--- src/rtl/key_matrix_scanner_if.sv ---
// Event stream bundle for key_matrix_scanner: byte-wide valid/ready channel
// carrying press/release events from the scanner (master) to its consumer
// (slave).
interface key_matrix_scanner_if;
    logic [7:0] event_tdata;
    logic       event_tvalid;
    logic       event_tready;

    modport master (
        output event_tdata,
        output event_tvalid,
        input  event_tready
    );

    modport slave (
        input  event_tdata,
        input  event_tvalid,
        output event_tready
    );
endinterface

--- src/rtl/key_matrix_scanner.sv ---
// key_matrix_scanner: 8x8 passive key matrix scanner with per-key debounce,
// a debounced 64-bit key map and a press/release event FIFO.
//
// Build option: define KEY_SCANNER_RELEASE_EVENTS_EN to also emit release
// events. Without it, only presses are pushed. Suppressed releases still
// update key_state and are never counted as drops.
//
// state  | meaning
// -------+------------------------------------------------------------
// SCAN   | current row driven, timer runs to its terminal count, then
//        | the inverted synchronized columns are captured into raw
// UPDATE | one cycle: debounce all 8 keys of the row, flag flips in chg
// EMIT   | eight cycles, one per column: push an event for each flip,
//        | then advance to the next row
module key_matrix_scanner #(
    parameter int SCAN_PERIOD    = 50000,
    parameter int DEBOUNCE_SCANS = 4,
    parameter int FIFO_DEPTH     = 8
) (
    input  logic                        clock,
    input  logic                        aresetn,
    output logic [7:0]                  row_drive,
    input  logic [7:0]                  col_sense,
    output logic [63:0]                 key_state,
    output logic [7:0]                  drop_count,
    key_matrix_scanner_if.master        event_bus
);

    localparam int TW = $clog2(SCAN_PERIOD);
    localparam int CW = $clog2(DEBOUNCE_SCANS + 1);
    localparam int AW = $clog2(FIFO_DEPTH);

    localparam logic [TW-1:0] TIMER_LAST = TW'(SCAN_PERIOD - 1);
    localparam logic [CW-1:0] DEB_TARGET = CW'(DEBOUNCE_SCANS);
    localparam logic [AW:0]   FIFO_FULL  = (AW + 1)'(FIFO_DEPTH);

    typedef enum logic [1:0] {
        SCAN   = 2'd0,
        UPDATE = 2'd1,
        EMIT   = 2'd2
    } state_t;

    state_t                 state_q, state_d;
    logic [TW-1:0]          timer_q, timer_d;
    logic [2:0]             row_q, row_d;
    logic [2:0]             col_q, col_d;
    logic [7:0]             raw_q, raw_d;
    logic [7:0]             chg_q, chg_d;
    logic [63:0]            key_state_q, key_state_d;
    logic [63:0][CW-1:0]    deb_q, deb_d;
    logic [7:0]             row_drive_q;
    logic [7:0]             col_meta_q, col_sync_q;

    logic [5:0]             key_idx;
    logic [CW-1:0]          deb_inc;
    logic                   ev_enable;
    logic                   push_req;
    logic [7:0]             push_data;

    logic [FIFO_DEPTH-1:0][7:0] mem_q;
    logic [AW-1:0]          wr_ptr_q, rd_ptr_q;
    logic [AW:0]            count_q;
    logic [7:0]             drop_q;
    logic                   pop;
    logic                   push_ok;

    // Release events are only forwarded when the build option enables them;
    // raw[c] is 1 for a press, so it doubles as the press-only filter.
`ifdef KEY_SCANNER_RELEASE_EVENTS_EN
    assign ev_enable = 1'b1;
`else
    assign ev_enable = raw_q[col_q];
`endif

    // Two-flop synchronizer for the asynchronous column inputs (idle = pulled up).
    always_ff @(posedge clock or negedge aresetn) begin
        if (!aresetn) begin
            col_meta_q <= 8'hFF;
            col_sync_q <= 8'hFF;
        end else begin
            col_meta_q <= col_sense;
            col_sync_q <= col_meta_q;
        end
    end

    // Scan FSM next-state, debounce update and event push request.
    always_comb begin
        state_d     = state_q;
        timer_d     = timer_q;
        row_d       = row_q;
        col_d       = col_q;
        raw_d       = raw_q;
        chg_d       = chg_q;
        key_state_d = key_state_q;
        deb_d       = deb_q;
        key_idx     = '0;
        deb_inc     = '0;
        push_req    = 1'b0;
        push_data   = '0;

        case (state_q)
            SCAN: begin
                if (timer_q == TIMER_LAST) begin
                    raw_d   = ~col_sync_q;
                    state_d = UPDATE;
                end else begin
                    timer_d = timer_q + 1'b1;
                end
            end

            UPDATE: begin
                for (int c = 0; c < 8; c++) begin
                    key_idx  = {row_q, 3'(c)};
                    deb_inc  = deb_q[key_idx] + 1'b1;
                    chg_d[c] = 1'b0;
                    if (raw_q[c] == key_state_q[key_idx]) begin
                        deb_d[key_idx] = '0;
                    end else if (deb_inc == DEB_TARGET) begin
                        deb_d[key_idx]       = '0;
                        key_state_d[key_idx] = ~key_state_q[key_idx];
                        chg_d[c]             = 1'b1;
                    end else begin
                        deb_d[key_idx] = deb_inc;
                    end
                end
                col_d   = 3'd0;
                state_d = EMIT;
            end

            EMIT: begin
                if (chg_q[col_q] && ev_enable) begin
                    push_req  = 1'b1;
                    push_data = {raw_q[col_q], 1'b0, row_q, col_q};
                end
                if (col_q == 3'd7) begin
                    col_d   = 3'd0;
                    row_d   = row_q + 3'd1;
                    timer_d = '0;
                    state_d = SCAN;
                end else begin
                    col_d = col_q + 3'd1;
                end
            end

            default: begin
                state_d = SCAN;
                timer_d = '0;
            end
        endcase
    end

    // Scan FSM state, debounce state and registered row drive.
    always_ff @(posedge clock or negedge aresetn) begin
        if (!aresetn) begin
            state_q     <= SCAN;
            timer_q     <= '0;
            row_q       <= 3'd0;
            col_q       <= 3'd0;
            raw_q       <= '0;
            chg_q       <= '0;
            key_state_q <= '0;
            deb_q       <= '0;
            row_drive_q <= 8'hFF;
        end else begin
            state_q     <= state_d;
            timer_q     <= timer_d;
            row_q       <= row_d;
            col_q       <= col_d;
            raw_q       <= raw_d;
            chg_q       <= chg_d;
            key_state_q <= key_state_d;
            deb_q       <= deb_d;
            // row_d only moves on the EMIT->SCAN edge, so the drive is stable
            // for the whole scan of a row.
            row_drive_q <= ~(8'b1 << row_d);
        end
    end

    // A push into a full FIFO still succeeds when the head leaves that cycle;
    // the freed slot is the one the write pointer already addresses.
    assign pop     = (count_q != '0) && event_bus.event_tready;
    assign push_ok = push_req && ((count_q != FIFO_FULL) || pop);

    // Event FIFO storage, pointers, occupancy and saturating drop counter.
    always_ff @(posedge clock or negedge aresetn) begin
        if (!aresetn) begin
            mem_q    <= '0;
            wr_ptr_q <= '0;
            rd_ptr_q <= '0;
            count_q  <= '0;
            drop_q   <= '0;
        end else begin
            if (push_ok) begin
                mem_q[wr_ptr_q] <= push_data;
                wr_ptr_q        <= wr_ptr_q + 1'b1;
            end
            if (pop) begin
                rd_ptr_q <= rd_ptr_q + 1'b1;
            end
            if (push_ok && !pop) begin
                count_q <= count_q + 1'b1;
            end else if (pop && !push_ok) begin
                count_q <= count_q - 1'b1;
            end
            if (push_req && !push_ok && (drop_q != 8'hFF)) begin
                drop_q <= drop_q + 8'd1;
            end
        end
    end

    assign row_drive              = row_drive_q;
    assign key_state              = key_state_q;
    assign drop_count             = drop_q;
    assign event_bus.event_tvalid = (count_q != '0);
    assign event_bus.event_tdata  = mem_q[rd_ptr_q];

endmodule
--- src/flat_wrapper.sv ---
// flat-port wrapper written by rule: the top's interface ports become plain ports
module key_matrix_scanner_flat 
#(
    parameter int SCAN_PERIOD    = 50000,
    parameter int DEBOUNCE_SCANS = 4,
    parameter int FIFO_DEPTH     = 8
)
  (clock, aresetn, row_drive, col_sense, key_state, drop_count, event_bus_event_tdata, event_bus_event_tvalid, event_bus_event_tready);
  key_matrix_scanner_if event_bus_i ();
  input  logic clock;
  input  logic aresetn;
  output logic [7:0] row_drive;
  input  logic [7:0] col_sense;
  output logic [63:0] key_state;
  output logic [7:0] drop_count;
  output wire logic [$bits(event_bus_i.event_tdata)-1:0] event_bus_event_tdata;
  output wire logic [$bits(event_bus_i.event_tvalid)-1:0] event_bus_event_tvalid;
  input wire logic [$bits(event_bus_i.event_tready)-1:0] event_bus_event_tready;
  assign event_bus_event_tdata = event_bus_i.event_tdata;
  assign event_bus_event_tvalid = event_bus_i.event_tvalid;
  assign event_bus_i.event_tready = event_bus_event_tready;
  key_matrix_scanner #(.SCAN_PERIOD(SCAN_PERIOD), .DEBOUNCE_SCANS(DEBOUNCE_SCANS), .FIFO_DEPTH(FIFO_DEPTH)) u_core (.clock(clock), .aresetn(aresetn), .row_drive(row_drive), .col_sense(col_sense), .key_state(key_state), .drop_count(drop_count), .event_bus(event_bus_i));
endmodule
--- config.mk ---
export PLATFORM = sky130hd
export DESIGN_NAME = key_matrix_scanner_flat
export DESIGN_NICKNAME = d
export VERILOG_FILES = /design/src/rtl/key_matrix_scanner_if.sv /design/src/rtl/key_matrix_scanner.sv /design/src/flat_wrapper.sv
export SDC_FILE = /design/constraint.sdc
export NUM_CORES = 1
export LEC_CHECK = 0
export BUFFER_PORTS_ARGS = -buffer_cell sky130_fd_sc_hd__buf_2
export CAP_MARGIN = 20
export CORE_ASPECT_RATIO = 0.9
export CORE_MARGIN = 2
export CORE_UTILIZATION = 55
export DETAILED_ROUTE_END_ITERATION = 10
export GPL_ROUTABILITY_DRIVEN = 1
export PLACE_DENSITY = 0.84
export SLEW_MARGIN = 20
export SYNTH_ARGS = -nofsm -noshare
export SYNTH_HDL_FRONTEND = slang
export SYNTH_SLANG_ARGS = --single-unit
--- constraint.sdc ---
create_clock -name clock -period 5 [get_ports clock]
set_input_delay 0.25 -clock clock [delete_from_list [all_inputs] [get_ports clock]]
set_output_delay 0.25 -clock clock [all_outputs]
set_load 0.02 [all_outputs]
==> results.md <==
- Largest fanout on the critical path: 30
- Source of the worst register-to-register timing path: u_core.row_q[0]
- Most common library cell in the layout ignoring fill and taps: sky130_fd_sc_hd__dfrtp_1
- Dpl hpwl: 32.1 mm
- Share of the synthesized area in compound gates (AO/OA/AOI/OAI): 0.148
- Htree depth: 2
- Fin. Hold Viols: 0
- Fin util: 0.625
- Number of synthesized flops with an enable pin: 0
- Vias in the first global route: 14.5k
- Pwr per Cell Area: approximately 310 mW/mm2
- IO buf count: 98
- Clock network power share: 0.480
- Actual transition at the worst max-transition pin: 1.10 ns
- IR Drop Worst-Case VDD: 0.279 mV
- Ys flop type: sky130_fd_sc_hd__dfrtp_1
- Area share of and/or/nand/nor cells after synthesis: 0.117
- CTS sink count: 394
- Share of synthesized cell area in full adder, half adder and majority cells: 0.0209
- Final setup viols: 0
- Period utilization: 0.828
- Height of the chip: roughly 180 um
- Share of layout cells above drive strength 1: 0.189
- Area share of xor/xnor cells in the synthesized design: 0.0172
- Min-Delay Path Class: in -> async
- Root Driver: sky130_fd_sc_hd__clkbuf_16
- Setup skew after layout: 0.0167 ns
- Detailed Route WL: 49.2 mm
- Overflow left after global routing: 0
- Number of max-slew violations in the final report: 0
- Ant diodes: 0
- Unique masters post-synth: 73
- Routed WL per cell: 22.1 um
- Total CTS buffers: between 40 and 50
- # rows: 63
- Number of instances in the synthesized netlist: 1709
- Number of nets still failing antenna checks after routing: 0
- Fillers: 2486
- Area overhead of the layout relative to synthesis: 12.3%
- Result of the run: finished, final reports clean
- Dominant cells by area after synthesis: sky130_fd_sc_hd__dfrtp_1 (51%), sky130_fd_sc_hd__nand2_1 (5.9%), sky130_fd_sc_hd__mux4_2 (4.3%)
- Crit end category: register
- Net load switching power: 1370 uW
- Shortest period the worst path allows: 4.14 ns
- Horizontal die dimension: 196 um
- Vias: 14.3k
- Final-stage net count: 1813
- Crit path kind: reg -> reg
- Post-DR vias/cell: 6.42
- Highest-utilization routing layer at the global route stage: met2
- Fraction of power spent switching nets: 0.217
- Top-level I/O count: 100
- Clock transition at the registers of the reported paths: 0.06 ns
- TritonCTS clock tree: yes
- Netlist area before placement: 0.0183 mm2
- Overall track demand over capacity in global routing: 0.290
- Final routed DRC violation total: 0
- Syn Nets: approximately 1.8k
- Category of the worst setup path launch point: register
- Arrival time of the worst setup path: 4.61 ns
- Fraction of the yosys area taken by sequential cells: 0.540
- Maximum number of pins on one net before global-route repair: 101
- Die Outline Area: 0.0348 mm2
- GR Layer Usage met2: 0.449
- Proportion of netlist area held by the largest area contributor: 0.506
- Share of flip-flops with an asynchronous set or reset after synthesis: 1.00
- Count of yosys warnings during synthesis: 0
- Max capacitance violation total: 0
- Top library cells by usage in the layout, fill and taps aside: sky130_fd_sc_hd__dfrtp_1 (367), sky130_fd_sc_hd__nand2_1 (279), sky130_fd_sc_hd__o21ai_0 (139)
- GR met3 Demand/Resource: 0.0703
- Comb power frac: 0.012
- Iteration-0 DRC count of the detailed router: 1633
- Final standard cell count with taps included and fillers excluded: 2226
- Area of the core: 0.0329 mm2
- CTS Buffer Depth: 3
- Initial Utilization: 0.557
- GR Util met1: 0.389
- Mean area per synthesized cell: 10.7 um2
- Internal power consumption: 4940 uW
- Unrepaired setup endpoints after global routing: no
- Fin Setup TNS: 0 ns
- Antenna violations before repair: 0
- Post-Place Cells: about 2.1k
- Proportion of synthesized area in mux cells: 0.120
- Required arrival time at the worst endpoint: ~5.5 ns
- Leakage power figure: 0.00926 uW
- Highest clock rate: 0.242 GHz
- Clock Latency Late Sink: roughly 0.56 ns
- Dominant combinational cell family by area after synthesis: compound AO/OA/AOI/OAI gates
- Final estimated routing congestion in global placement: between 0.9 and 1
- Origin of the worst setup path: u_core.row_q[0]
- Sequential share of power: 0.508
- Max-Slew Margin vs Limit: 0.266
- Number of storage elements in the synthesis netlist: 394
- Total iterations of the first detailed-routing run: 6
- Synth area leader: sky130_fd_sc_hd__dfrtp_1
- Wire length of the first global-routing pass: 78.9 mm
## repair_timing
item                       in CTS  in global routing
hold endpoints to repair       82                  0
setup buffers                   0                  0
hold buffers                   10                  0
setup endpoints to repair       0                  0
gates resized for setup         0                  0
## worst max-delay path: stages, from the launching register on
cell	delay [ns]
sky130_fd_sc_hd__dfrtp_2	0.64
sky130_fd_sc_hd__buf_12	0.28
sky130_fd_sc_hd__and2_0	0.46
sky130_fd_sc_hd__a221o_1	0.49
sky130_fd_sc_hd__a222oi_1	0.93
sky130_fd_sc_hd__xnor2_1	0.51
sky130_fd_sc_hd__or3b_1	0.56
sky130_fd_sc_hd__o21ai_1	0.18
## Yosys cell counts, drive strengths merged (3+ instances only)
library cell and instances:
a211oi 5, a21oi 50, a221o 7, a221oi 18, a222oi 3, a22o 9, a22oi 12, a31oi 4
and3 14, buf 39, clkbuf 86, dfrtp 370, dfstp 24, ha 29, inv 32, mux2 99
mux2i 29, mux4 35, nand2 287, nand2b 17, nand3 37, nand3b 6, nand4 16, nor2 47
nor2b 7, nor3 14, nor3b 3, o211ai 4, o21ai 278, o22ai 5, o2bb2ai 4, o31ai 26
o41ai 16, or2 3, or3 12, or3b 5, xnor2 21, xor2 14
## final timing paths
kind	slack, ns	cells past startpoint	end
hold / removal	0.28	2	u_core.count_q[3]
min in group clock	0.34	2	u_core.col_meta_q[6]
setup / recovery	0.86	7	u_core.deb_q[135]
max in group asynchronous	3.50	3	u_core.deb_q[62]
hold reg to reg	0.35	0	u_core.col_sync_q[1]
setup reg to reg	0.86	7	u_core.deb_q[135]
## cells by family after synthesis
family,Yosys count
and+or+nand+nor,477
AOI/OAI and AO/OA,452
DFF,394
muxes,163
buffers and inverters,157
xor gates and xnor gates,35
adders and majority gates,30
other,1
## power groups by stage
stage | sequential (uW) | combinational, uW | clock, uW
after floorplan | 3260 | 1.39 | 0
final | 3200 | 75.8 | 3030
after global routing | 3200 | 89.4 | 3190
after global placement | 3260 | 71.8 | 0
after detailed placement | 3260 | 73.5 | 0
after CTS | 3200 | 79.5 | 3050
## registers in the layout, indices dropped and copies added, names as in the netlist, 16 cells and up
name	flops
u_core.mem_q	56
u_core.key_state	64
u_core.timer_q	16
u_core.deb_q	192
## stage by stage
step	setup WS, ns	instance area (um2)	total power, uW	hold WS, ns
global placement	1.20	19100	3330	0.300
floorplan	1.44	18300	3260	-0.0456
detailed placement	1.05	19100	3330	0.307
global route	0.611	20600	6480	0.347
CTS	0.945	20600	6330	0.313
finish	0.859	20600	6310	0.284
## routing by layer
| layer | vias up | wire length (um) |
|---|---|---|
| met2 | 829 | 22400 |
| met3 | 179 | 5280 |
| met5 | - | 0 |
| li1 | 6240 | - |
| met1 | 7049 | 19300 |
| met4 | 0 | 2250 |
## cell type report
cell class                      instances  area, um2  area share
Multi-Input combinational cell       1158       7770       0.378
Timing Repair Buffer                  145        903      0.0440
Clock inverter                         14        144     0.00700
Clock buffer                           61       1190      0.0580
Tap cell                              422        528      0.0257
Inverter                               32        120     0.00584
Sequential cell                       394       9900       0.482
Note: power is estimated with default switching activity, not from simulation.
